File: src/rtl/seq_divider_32by16.sv
// Sequential restoring divider, 32-bit dividend / 16-bit divisor, one quotient bit per cycle.
// Latency: done 33 cycles after accept (1 cycle for divide-by-zero); start is ignored while ready=0.
module seq_divider_32by16 #(
   parameter int DW = 32,
   parameter int VW = 16
) (
   input  logic          clk,
   input  logic          rst,
   input  logic          start,
   input  logic [DW-1:0] dividend,
   input  logic [VW-1:0] divisor,
   output logic          ready,
   output logic          done,
   output logic [DW-1:0] quotient,
   output logic [VW-1:0] remainder,
   output logic          div_by_zero
);

   localparam int CW = $clog2(DW);
   localparam logic [CW-1:0] LAST = CW'(DW - 1);

   typedef enum logic [1:0] {
      S_IDLE,
      S_RUN,
      S_DONE
   } state_t;

   state_t        state, state_nxt;
   logic [DW-1:0] q;
   logic [VW-1:0] dvs;
   logic [VW-1:0] pr;
   logic [CW-1:0] cnt;

   logic [VW:0]   t;
   logic          ge;
   logic [VW:0]   diff;
   logic [VW-1:0] pr_nxt;
   logic [DW-1:0] q_nxt;

   // The stored partial remainder is always below the divisor, so its 17th
   // bit is zero between steps; the full 17-bit width lives in t.
   always_comb begin
      t      = {pr, q[DW-1]};
      ge     = (t >= {1'b0, dvs});
      diff   = t - {1'b0, dvs};
      pr_nxt = ge ? diff[VW-1:0] : t[VW-1:0];
      q_nxt  = {q[DW-2:0], ge};
   end

   always_ff @(posedge clk) begin
      if (rst) begin
         state <= S_IDLE;
      end else begin
         state <= state_nxt;
      end
   end

   always_comb begin
      state_nxt = state;
      case (state)
         S_IDLE: begin
            if (start) begin
               state_nxt = (divisor == '0) ? S_DONE : S_RUN;
            end
         end
         S_RUN: begin
            if (cnt == LAST) begin
               state_nxt = S_DONE;
            end
         end
         S_DONE:  state_nxt = S_IDLE;
         default: state_nxt = S_IDLE;
      endcase
   end

   always_ff @(posedge clk) begin
      if (rst) begin
         q           <= '0;
         dvs         <= '0;
         pr          <= '0;
         cnt         <= '0;
         quotient    <= '0;
         remainder   <= '0;
         div_by_zero <= 1'b0;
      end else begin
         case (state)
            S_IDLE: begin
               if (start) begin
                  q   <= dividend;
                  dvs <= divisor;
                  pr  <= '0;
                  cnt <= '0;
                  if (divisor == '0) begin
                     quotient    <= '1;
                     remainder   <= dividend[VW-1:0];
                     div_by_zero <= 1'b1;
                  end
               end
            end
            S_RUN: begin
               q   <= q_nxt;
               pr  <= pr_nxt;
               cnt <= cnt + 1'b1;
               if (cnt == LAST) begin
                  quotient    <= q_nxt;
                  remainder   <= pr_nxt;
                  div_by_zero <= 1'b0;
               end
            end
            default: ;
         endcase
      end
   end

   assign ready = (state == S_IDLE);
   assign done  = (state == S_DONE);

endmodule

File: config.mk
export PLATFORM = sky130hd
export DESIGN_NAME = seq_divider_32by16
export DESIGN_NICKNAME = d
export VERILOG_FILES = /design/src/rtl/seq_divider_32by16.sv
export SDC_FILE = /design/constraint.sdc
export NUM_CORES = 1
export LEC_CHECK = 0
export CORE_ASPECT_RATIO = 1.75
export CORE_UTILIZATION = 40
export DETAILED_ROUTE_END_ITERATION = 12
export GPL_TIMING_DRIVEN = 0
export HOLD_SLACK_MARGIN = 0.05
export PLACE_DENSITY_LB_ADDON = 0.08
export RECOVER_POWER = 50
export SETUP_SLACK_MARGIN = 0.15
export SLEW_MARGIN = 40
export SYNTH_ARGS = -nofsm -noshare
export SYNTH_HDL_FRONTEND = slang
export SYNTH_SLANG_ARGS = --single-unit
File: constraint.sdc
create_clock -name clk -period 3.3 [get_ports clk]
set_clock_uncertainty 0.05 [all_clocks]
set_input_delay 0.495 -clock clk [delete_from_list [all_inputs] [get_ports clk]]
set_output_delay 0.495 -clock clk [all_outputs]
set_load 0.03 [all_outputs]
==> impl_metrics.tcl <==
set metrics [dict create \
    post-synth-top-area-fraction_pct 40.41 \
    first_pass_iters 4 \
    rsz0062_at_grt "false" \
    cts_made_buffers 17 \
    grt-ovfl-total 0 \
    syn_area_per_cell_sq_um 7.937 \
    grt.met3_usage_pct 5.307 \
    synthTopCellsByArea "dfxtp_1, nand2_1, nor2_1, nor3_1, a311oi_1" \
    cp-start-kind "primary input" \
    core.rowCount 58 \
    grt_max_degree 17 \
    path_clk_slew_ps 60 \
    yosysUniqueCellTypes 64 \
    worstMarginPinSlew_ps 739.1 \
    regArea_sq_um 2402 \
    max_freq_ghz 0.3284 \
    busiest_layer "met2" \
    cp_cell_sequence "dlygate4sd3_1 > nor4_1 > and4_1 > nand3b_1 > a21oi_1 > buf_6 > buf_2 > nor2_1 > nor3_1" \
    hold_buffers 0 \
    critical_path_class "in -> reg" \
    drt_wl_total_um 18920 \
    min_from "dvs[8]" \
    syn_area_sq_um 5944 \
    diodes 0 \
    synth_top_area_cell "dfxtp_1" \
    path_delay_family "simple AND/OR/NAND/NOR gates" \
    gp_congestion 0.8665 \
    synthesis.nets 819 \
    min_to "dvs[8]" \
    grt_use_total_pct 25.87 \
    final_max_slew_viol_count 0 \
    place_ws_ps -53.39 \
    synth_ff_type "dfxtp_1" \
    cts_buffer_depth 2 \
    crit_fanout 10 \
    dpl.cell_count 1030 \
    layout_commonest_cell "nand2_1" \
    final_cell_mix "nand2_1, dfxtp_1, nor2_1" \
    ys_seq_area_share_pct 40.41 \
    rr_worst_depth 11 \
    cts_setup_buffers 0 \
    r2r-end "pr[14]" \
    drive_gt1_share_pct 8.277 \
    place_area_sq_um 7181 \
    htreeDepth 4 \
    period_needed_ps 3045 \
    max_cap_viol_count 0 \
    grt_pass1_vias 5819 \
    hold_class "reg -> reg" \
    design.die.area_sq_um 15370 \
    crit_path_top_delay_cell "dlygate4sd3_1" \
    rrSetupSlack_ps 520 \
    antenna_found_initial 0 \
    multi_input_area_sq_um 3193 \
    viasPerCell 5.417 \
    post-route-period-util_pct 92.28 \
    hold_viol_final 0 \
    cts_tree "yes" \
    coreArea_sq_um 14440 \
    p_leak_nw 3.040 \
    num_vias 5753 \
    outcome "completed" \
    cts.sinks 120 \
    cts_resized 0 \
    ios 102 \
    drt-wirelength-per-cell_um 17.81 \
    root_buffer "clkbuf_16" \
    drc 0 \
    grtUsageMet2_pct 50.63 \
    worstPathRequired_ps 3580 \
    clock_latency_ps 420 \
    critPathBufInv 3 \
    yosys_warnings 0 \
    worst_setup_path_end_kind "flop" \
    slowest_delay_ps 550 \
    area.growth.synth_to_final_pct 31.80 \
    post-route-util_pct 54.25 \
    whs_path_depth 2 \
    synth-edff-count 0 \
    layout.cells.non_filler 1062 \
    die-width_um 94.15 \
    ys_ff_latch 120 \
    powerDensity_nw_per_um2 662.9 \
    r2r_start "q[31]" \
    fp.dieH_um 163.3 \
    io_buffers 101 \
    synth_async_sr_flop_share_pct 0 \
    grt_pass1_wl_um 29680 \
    setup_viol 0 \
    ant_nets 0 \
    critPathArrivalTime_ps 3330 \
    worst_slack_ps 254.8 \
    hpwl_um 14980 \
    design_area_sq_um 7835 \
    nNetsFinal 939 \
    slew_headroom_pct 50.73 \
    syn_inst 749 \
    power_mw 5.194 \
    start_util_pct 41.16 \
    irDropWorstVdd_mv 0.3413 \
    nFillCells 1408 \
    dr.first_iter.drc_count 249 \
    use_met1_pct 24.43 \
]
-- logic make-up after synthesis --
group / synth area share [%]
and+or+nand+nor: 24.73
AOI/OAI and AO/OA: 22.56
DFF: 40.41
buffers and inverters: 5.704
adders and majority gates: 4.126
xor gates and xnor gates: 1.768
muxes: 0.6946
-- final cells by class --
class	instances	area share (%)
plain buffers	54	3.178
clock buffers	21	6.004
clock inverters	11	2.475
inverters	24	1.150
multi-input cells	551	40.75
flip-flops and latches	120	30.66
well taps	180	2.874
repair buffers	101	12.90
-- synthesized netlist by cell type, drive strengths merged (3+ instances only) --
library cell,n
a21o,5
ha,18
nand2,126
or2,4
and2,3
nand4,3
o22ai,3
a31oi,3
a211oi,15
nor3,63
nor2b,4
xor2,3
buf,19
mux2i,3
o21a,3
a311oi,32
nand3,6
a21oi,52
o31ai,6
nor2,112
inv,24
nor4,5
clkbuf,35
a22oi,31
o21bai,3
dfxtp,120
xnor2,9
or3,3
o21ai,13
-- worst min-delay path, stage by stage (launching register included) --
cell and delay [ps]:
dfxtp_1 300, nand2_1 50, a21oi_1 50
-- worst max path at each step --
stage	start	end	slack, ps	depth (start not counted)
3_3_place_gp	divisor[2]	remainder[15]	-10	8
5_1_grt	state[0]	done	160	4
6_report	divisor[2]	quotient[19]	250	9
3_5_place_dp	divisor[2]	quotient[19]	-50	9
4_1_cts	state[0]	done	240	4
2_1_floorplan	dvs[9]	remainder[5]	1010	11
-- state kept, by name, indices dropped and copies added, names as in the netlist --
name / cells
cnt: 5
div_by_zero: 1
dvs: 16
pr: 16
q: 32
quotient: 32
remainder: 16
state: 2
-- stage by stage --
| stage | hold WS, ps | setup TNS, ps |
|---|---|---|
| floorplan | 386.3 | 0 |
| global placement | 395.6 | -13.23 |
| detailed placement | 399.8 | -72.22 |
| CTS | 407.2 | 0 |
| global route | 430.2 | 0 |
| finish | 402.6 | 0 |
-- report_power, final --
group	internal, mW	switching (mW)
Combinational	0.595	0.869
Sequential	1.54	0.0890
Clock	1.40	0.696
-- metal layers --
metal / share of wire, % / vias to the layer above
li1: - / 2881
met1: 35 / 2686
met2: 58 / 147
met3: 4.3 / 39
met4: 2.8 / 0
met5: 0 / -
No activity file was read; power rests on OpenSTA's default activity.
